[config.mk]
export PLATFORM = sky130hd
export DESIGN_NAME = cmsdk_apb_slave_mux_tmo
export DESIGN_NICKNAME = d
export VERILOG_FILES = /design/src/rtl/cmsdk_apb_slave_mux_tmo.sv
export SDC_FILE = /design/constraint.sdc
export NUM_CORES = 1
export LEC_CHECK = 0
export CAP_MARGIN = 15
export CORE_AREA = 2 2 236 238
export DETAILED_ROUTE_END_ITERATION = 10
export DIE_AREA = 0 0 238 240
export PLACE_DENSITY_LB_ADDON = 0.15
export SYNTH_ARGS = -nofsm -noshare
export SYNTH_HDL_FRONTEND = slang
export SYNTH_SLANG_ARGS = --single-unit
[constraint.sdc]
create_clock -name PCLK -period 2.8 [get_ports PCLK]
set_clock_uncertainty 0.15 [all_clocks]
set_input_delay 0.56 -clock PCLK [delete_from_list [all_inputs] [get_ports PCLK]]
set_output_delay 0.56 -clock PCLK [all_outputs]
set_load 0.01 [all_outputs]
[src/rtl/cmsdk_apb_slave_mux_tmo.sv]
// APB slave multiplexer: fans PSEL out to one of up to 16 slaves and muxes the response back, with an access-phase watchdog.
// Latency: response path is combinational; a stalled access is force-completed with an error in access cycle TIMEOUT_CYCLES+1.
// Backpressure: upstream PREADY follows the selected slave's PREADYS; unmapped ports and watchdog expiry complete at once.
module cmsdk_apb_slave_mux_tmo #(
  parameter int          NUM_PORTS      = 16,
  parameter logic [15:0] PORT_EN_MASK   = 16'hFFFF,
  parameter int          DATA_W         = 32,
  parameter int          TIMEOUT_CYCLES = 16,
  parameter bit          UNMAPPED_ERR   = 1'b1
) (
  input  logic                        PCLK,
  input  logic                        PRESETn,
  input  logic [3:0]                  DECODE4BIT,
  input  logic                        PSEL,
  input  logic                        PENABLE,
  output logic [NUM_PORTS-1:0]        PSELS,
  input  logic [NUM_PORTS-1:0]        PREADYS,
  input  logic [NUM_PORTS*DATA_W-1:0] PRDATAS,
  input  logic [NUM_PORTS-1:0]        PSLVERRS,
  output logic                        PREADY,
  output logic [DATA_W-1:0]           PRDATA,
  output logic                        PSLVERR,
  input  logic                        TMO_CLR,
  output logic                        TMO_FLAG,
  output logic [3:0]                  TMO_PORT
);

  localparam logic [4:0] NUM_PORTS_W = 5'(NUM_PORTS);
  localparam logic [4:0] TMO_LIM     = 5'(TIMEOUT_CYCLES);
  // The IDLE cycle is access cycle 1, so the ACCESS-state count reaching
  // TIMEOUT_CYCLES-1 marks access cycle TIMEOUT_CYCLES: leave for TMO then.
  localparam logic [4:0] TMO_LAST    = (TIMEOUT_CYCLES > 0) ? 5'(TIMEOUT_CYCLES - 1) : 5'd0;
  localparam bit         WDOG_EN     = (TIMEOUT_CYCLES != 0);

  typedef enum logic [1:0] {
    ST_IDLE   = 2'd0,
    ST_ACCESS = 2'd1,
    ST_TMO    = 2'd2
  } state_t;

  state_t            state;
  state_t            state_nxt;
  logic [4:0]        cnt;
  logic [4:0]        cnt_inc;
  logic [3:0]        cap_port;
  logic              mapped;
  logic              sel_rdy;
  logic              sel_err;
  logic [DATA_W-1:0] sel_dat;

  assign mapped  = ({1'b0, DECODE4BIT} < NUM_PORTS_W) && PORT_EN_MASK[DECODE4BIT];
  // Saturating count including the current wait cycle.
  assign cnt_inc = (cnt == TMO_LIM) ? cnt : cnt + 5'd1;

  // Pick the addressed slave's response; unmapped indices read as all-zero.
  always_comb begin
    sel_rdy = 1'b0;
    sel_err = 1'b0;
    sel_dat = '0;
    for (int i = 0; i < NUM_PORTS; i++) begin
      if (mapped && (DECODE4BIT == 4'(i))) begin
        sel_rdy = PREADYS[i];
        sel_err = PSLVERRS[i];
        sel_dat = PRDATAS[i*DATA_W +: DATA_W];
      end
    end
  end

  // Per-port select fan-out, suppressed while the watchdog completes a transfer.
  always_comb begin
    PSELS = '0;
    for (int i = 0; i < NUM_PORTS; i++) begin
      if ((state != ST_TMO) && mapped && (DECODE4BIT == 4'(i))) begin
        PSELS[i] = PSEL;
      end
    end
  end

  // State register.
  always_ff @(posedge PCLK or negedge PRESETn) begin
    if (!PRESETn) begin
      state <= ST_IDLE;
    end else begin
      state <= state_nxt;
    end
  end

  // Next-state: arm on a stalled access phase, disarm on completion or abort.
  always_comb begin
    state_nxt = state;
    case (state)
      ST_IDLE: begin
        if (WDOG_EN && PSEL && PENABLE && mapped && !sel_rdy) begin
          state_nxt = ST_ACCESS;
        end
      end
      ST_ACCESS: begin
        if (!PSEL || sel_rdy) begin
          state_nxt = ST_IDLE;
        end else if (cnt_inc >= TMO_LAST) begin
          state_nxt = ST_TMO;
        end
      end
      ST_TMO:  state_nxt = ST_IDLE;
      default: state_nxt = ST_IDLE;
    endcase
  end

  // Upstream response: forced error completion in TMO, otherwise muxed slave response.
  always_comb begin
    if (state == ST_TMO) begin
      PREADY  = 1'b1;
      PSLVERR = 1'b1;
      PRDATA  = '0;
    end else begin
      PREADY  = !PSEL || !PENABLE || !mapped || sel_rdy;
      PRDATA  = (PSEL && mapped) ? sel_dat : '0;
      if (PSEL && mapped) begin
        PSLVERR = sel_err;
      end else if (PSEL && PENABLE) begin
        PSLVERR = UNMAPPED_ERR;
      end else begin
        PSLVERR = 1'b0;
      end
    end
  end

  // Wait counter runs only while staying in ACCESS; port index latched on arming.
  always_ff @(posedge PCLK or negedge PRESETn) begin
    if (!PRESETn) begin
      cnt      <= 5'd0;
      cap_port <= 4'd0;
    end else begin
      if ((state == ST_ACCESS) && (state_nxt == ST_ACCESS)) begin
        cnt <= cnt_inc;
      end else begin
        cnt <= 5'd0;
      end
      if ((state == ST_IDLE) && (state_nxt == ST_ACCESS)) begin
        cap_port <= DECODE4BIT;
      end
    end
  end

  // Sticky timeout status; a new timeout beats a simultaneous clear.
  always_ff @(posedge PCLK or negedge PRESETn) begin
    if (!PRESETn) begin
      TMO_FLAG <= 1'b0;
      TMO_PORT <= 4'd0;
    end else if ((state_nxt == ST_TMO) && (state != ST_TMO)) begin
      TMO_FLAG <= 1'b1;
      TMO_PORT <= cap_port;
    end else if (TMO_CLR) begin
      TMO_FLAG <= 1'b0;
    end
  end

endmodule

# Word-level counts from Yosys, hierarchy flattened
# Memory sizes are Yosys's and may differ from the RTL's.
# Index checks and enable logic that the tools add are counted.
# classes
add_sub_neg	1
magnitude_cmp	2
n_eq_ne	21
mux	79
reduce_logical	51
# op_table
op	n
$mux 32	18
$mux 1	55
$logic_and 1x1->1	40
$eq 4x4->1 const B	8
$eq 4x3->1 const B	4
$mux 5	2
$eq 4x2->1 const B	2
$mux 2	3
$add 5x1->5 const B	1
$eq 5x5->1 const B	1
$ge 5x4->1 const B	1
$lt 4x5->1 const B	1
$eq 2x1->1 const B	2
$eq 2x2->1 const B	2
$eq 4x1->1 const B	1
$logic_not 1->1	4
$logic_not 4->1	1
$logic_or 1x1->1	4
$pmux 2 s2	1
$logic_not 2->1	1
$ne 2x2->1 const B	1
$reduce_bool 2->1	1
# totals
regBits	16
romBits	16
in_bits	553
out_inout_bits	55
wordCells	160
mem_count	1
# memory_table
memory	depth	width	rd	rd_ports_with_merged_regs	write_ports	line	rtl
(no name shown)	16	1	1	0	0	51	assign mapped = ({1'b0, DECODE4BIT} < NUM_PORTS_W) && PORT_EN_MASK[DECODE4BIT];

# Depth between registers and ports, before layout
# logic_depth
ltp_word	26
ltp_mapped	11
depth_no_buf	9

# Least setup slack after synthesis
# No wires, ideal clock.
# synth_path
kind	input port to output port
start	input DECODE4BIT[1]
end	output PRDATA[5]
arrival_time_ns	2.306
required_time_ns	2.090
setup_slack_ns	-0.216
path_stages	10
n_path_buf	4
path_cell_list	buf_6 -> buf_4 -> buf_2 -> buf_2 -> nand2_1 -> a311oi_1 -> a21oi_1 -> o32ai_1 -> o21ai_0 -> a221oi_1
# synth_via
elab_chain_len	21
# synth_rtl
element	line	rtl
start: declaration	13	input logic [3:0] DECODE4BIT,
$mem_v2 16x1	-	
$mux 1 (implied by the code)	51	
$logic_and 1x1->1	61	if (mapped && (DECODE4BIT == 4'(i))) begin
$mux 32 (16 in series)	61	
$mux 32 *	117	PRDATA = (PSEL && mapped) ? sel_dat : '0;
$mux 32 *	111	if (state == ST_TMO) begin
end: declaration	21	output logic [DATA_W-1:0] PRDATA,
# Every way passes the cells marked *; elsewhere a longest branch is shown, timed or not. The select of a mux whose other input is x is not followed.

# Final worst setup path
# layout_path
start	input PRDATAS[165]
end	output PRDATA[5]
# layout_via
elab_chain_len	13
# layout_rtl
element	line	rtl
start: declaration	18	input logic [NUM_PORTS*DATA_W-1:0] PRDATAS,
$mux 32 (11 in series)	61	
$mux 32	117	
$mux 32	111	
# Every way passes these cells.

==> impl_results.md <==
- First-pass GRT wire length: around 82000 µm
- CP required: 2090 ps
- #FFs+latches synth: 16
- Peak supply drop: 0.160 mV
- I/O pin count: roughly 610
- Slew @ Worst Pin: 798 ps
- Cells after synthesis: 855
- Register area share after synthesis: 0.0704
- CTS tree: done
- Endpoints failing setup: 35
- Clock Pin Slew Worst Setup and Hold Paths: approximately 50 ps
- Slowest cell on the critical path: clkdlybuf4s50_1
- Initial antenna violation count: 15
- Worst-path cell chain: clkdlybuf4s50_1 -> o21ai_0 -> a311oi_2 -> a21oi_2 -> o32ai_2 -> o21ai_1 -> a221oi_2 -> buf_2
- DP HPWL: 51400 µm
- Total gr overflow: 0
- Htree depth: 1
- Post-Route WL: 61900 µm
- DR iter-0 viols: 369
- Post-synthesis cell area: about 5700 µm²
- Final hold vios: 0
- Data arrival, critical path: 2350 ps
- Crit start category: primary input
- Rows: 86
- LEAKAGE: just under 7 nW
- Fraction of layout cells with a size suffix above 1: 0.358
- Setup tns final: -4320 ps
- Metal-1 WL: around 24000 µm
- Post-synthesis async set-or-reset flop share: 1.00
- Post-synth cell types: 62
- Max-slew violation count: 0
- Metal3 WL: 3980 µm
- Avg Inst Size Synth: 6.65 µm²
- All-Layer GR Usage: 0.200
- Critical path buffer and inverter count: 2
- Die width: between 200 and 250 µm
- WL/cell: 25.6 µm
- DR vias: 10700
- Yosys synthesis warning count: 0
- P per Cell Area: 188 nW/µm²
- MaxCap Viol Count: 0
- Post-Syn Nets: 1411
- Met2 Wirelength: 32700 µm
- Setup WS post-layout: -258 ps
- Root buffer cell: clkbuf_16
- Failing checks: negative setup slack
- Clk sinks: 16
- Final nets: 2266
- Min cycle time layout: a little over 3000 ps
- Tcrit/Tclk final: 1.09
- Critical path class: primary input to primary output
- Drt first pass iters: 5
- Die area: 57100 µm²
- Area growth syn-to-layout: 200%
- Placed cell area: 14300 µm²
- Hold WC Path Type: flip-flop to flip-flop
- CP Capture Type: primary output
- Buffer levels on the longest clock path: 2
- Hold Buf Count CTS: 0
- Delay-heaviest family, CP: compound AO/OA/AOI/OAI gates
- RSZ-0062 raised after global routing: true
- Post-synth EDFFs: 0
- Max layer used: met5
- # DRC: 0
- Finished Cell Area: 17100 µm²
- Final core utilization: 0.312
- Core Area: about 55000 µm²
- Crit-path max FO: 1
- TritonCTS buffer count: 3
- Max Clk Rate: 0.327 GHz
- Pwr Total: 3.22 mW
- CP peak stage delay: 460 ps
- Vias in the first global route: 11500
- Die height: 240 µm
- Status: finished, violations left
- Initial Util: 0.104
- Later-pin clock latency in the skew report: around 240 ps
- Max_slew headroom: 0.466
- Via-per-instance ratio: 4.40
- Main flop type after synthesis: dfrtp_1
- Port Buffer Count: about 610
- Pin count of the biggest net entering global routing: 39
- GPL Wtd Cong: between 0.8 and 0.9
- Post-DRT Antenna Nets: 0
## through the flow
stage	cells	worst slack, ps	hold slack [ps]
final	2422	-258	353
after global routing	2417	-349	379
after CTS	2374	-330	356
after detailed placement	2303	-958	338
after global placement	2303	-898	337
after floorplan	855	-31.0	114
## report_power, final
group,leakage [nW],internal [mW],switching [mW]
logic,6.62,1.55,1.08
registers,0.211,0.262,0.0186
clock network,0.0442,0.217,0.0895
total,6.88,2.02,1.19
## area by class of cell
cell class	count	area, µm²
sequential	16	400
antenna	9	22.5
tap	704	881
multi-input combinational	750	6270
clock buffer	4	88.8
inverter	9	37.5
fill	5821	37600
timing repair buffer	930	9370
## cells in the final DEF, fill, tap and decap left out, types with 13 or more instances in the layout
cell type,instances
clkdlybuf4s50_1,527
buf_4,204
a21oi_1,86
nor2_1,71
buf_6,65
mux2i_1,55
nand2_1,55
o21ai_0,44
buf_12,37
a22oi_1,34
o21ai_1,29
buf_2,29
dlygate4sd2_1,27
a21oi_2,21
nand3_1,17
a22oi_2,17
o22ai_1,17
buf_8,17
dfrtp_1,16
nor3_1,15
nor2_2,15
o211ai_1,13
dlymetal6s2s_1,13
## registers in the layout (all words and copies together), names as in the netlist
name and flops:
cap_port 4, cnt 5, state 2, TMO_PORT 4
TMO_FLAG 1
## worst paths after layout
kind                                   start           to  slack, ps  cells past startpoint
worst max-delay path            PRDATAS[165]    PRDATA[5]       -260                      8
worst min-delay path             cap_port[1]  TMO_PORT[1]        350                      1
worst max register to register        cnt[0]  TMO_PORT[2]        210                      9
worst min register to register   cap_port[1]  TMO_PORT[1]        350                      1
max in group asynchronous            PRESETn  TMO_PORT[2]       1370                      1
min in group asynchronous            PRESETn     state[1]        630                      1
## cells in the mapped netlist (all sizes together), types with 3 or more instances
master / instances / share of area
a211oi: 5 / 0.0066
a21boi: 3 / 0.0040
a21oi: 110 / 0.097
a221oi: 14 / 0.023
a222oi: 3 / 0.0053
a22o: 10 / 0.015
a22oi: 51 / 0.067
a31oi: 10 / 0.011
a32oi: 5 / 0.0077
and2: 5 / 0.0055
and3: 3 / 0.0033
buf: 41 / 0.042
clkbuf: 39 / 0.026
dfrtp: 16 / 0.070
ha: 3 / 0.0066
inv: 9 / 0.0059
mux2: 19 / 0.040
mux2i: 75 / 0.13
mux4: 12 / 0.048
nand2: 77 / 0.051
nand2b: 5 / 0.0055
nand3: 19 / 0.017
nor2: 98 / 0.065
nor2b: 13 / 0.014
nor3: 24 / 0.021
o211ai: 13 / 0.017
o21ai: 85 / 0.075
o221ai: 20 / 0.031
o22ai: 32 / 0.035
o32ai: 4 / 0.0062
or3: 3 / 0.0033
## cell families (layout without fill, tap and decap cells)
group	Yosys count	in the layout	synth area share
adders and majority gates	3	3	0.00660
buffers and inverters	89	943	0.0735
muxes	106	106	0.220
DFF	16	16	0.0704
xor gates and xnor gates	2	2	0.00308
other	1	10	0.000659
and+or+nand+nor	260	260	0.206
AOI/OAI and AO/OA	378	378	0.420
## repair_timing
item                       in CTS  in global routing
cloned                          3                  4
buffers inserted               68                 43
setup endpoints to repair      58                 47
resized for setup             443                171
pin swaps                      85                 89
## routing by layer
metal  up-vias  global-route usage
met5         -                   0
met4        10              0.0417
met3        60              0.0389
met2       479               0.394
met1      5085               0.221
li1       5032                   -
(Power assumes the default switching activity.)
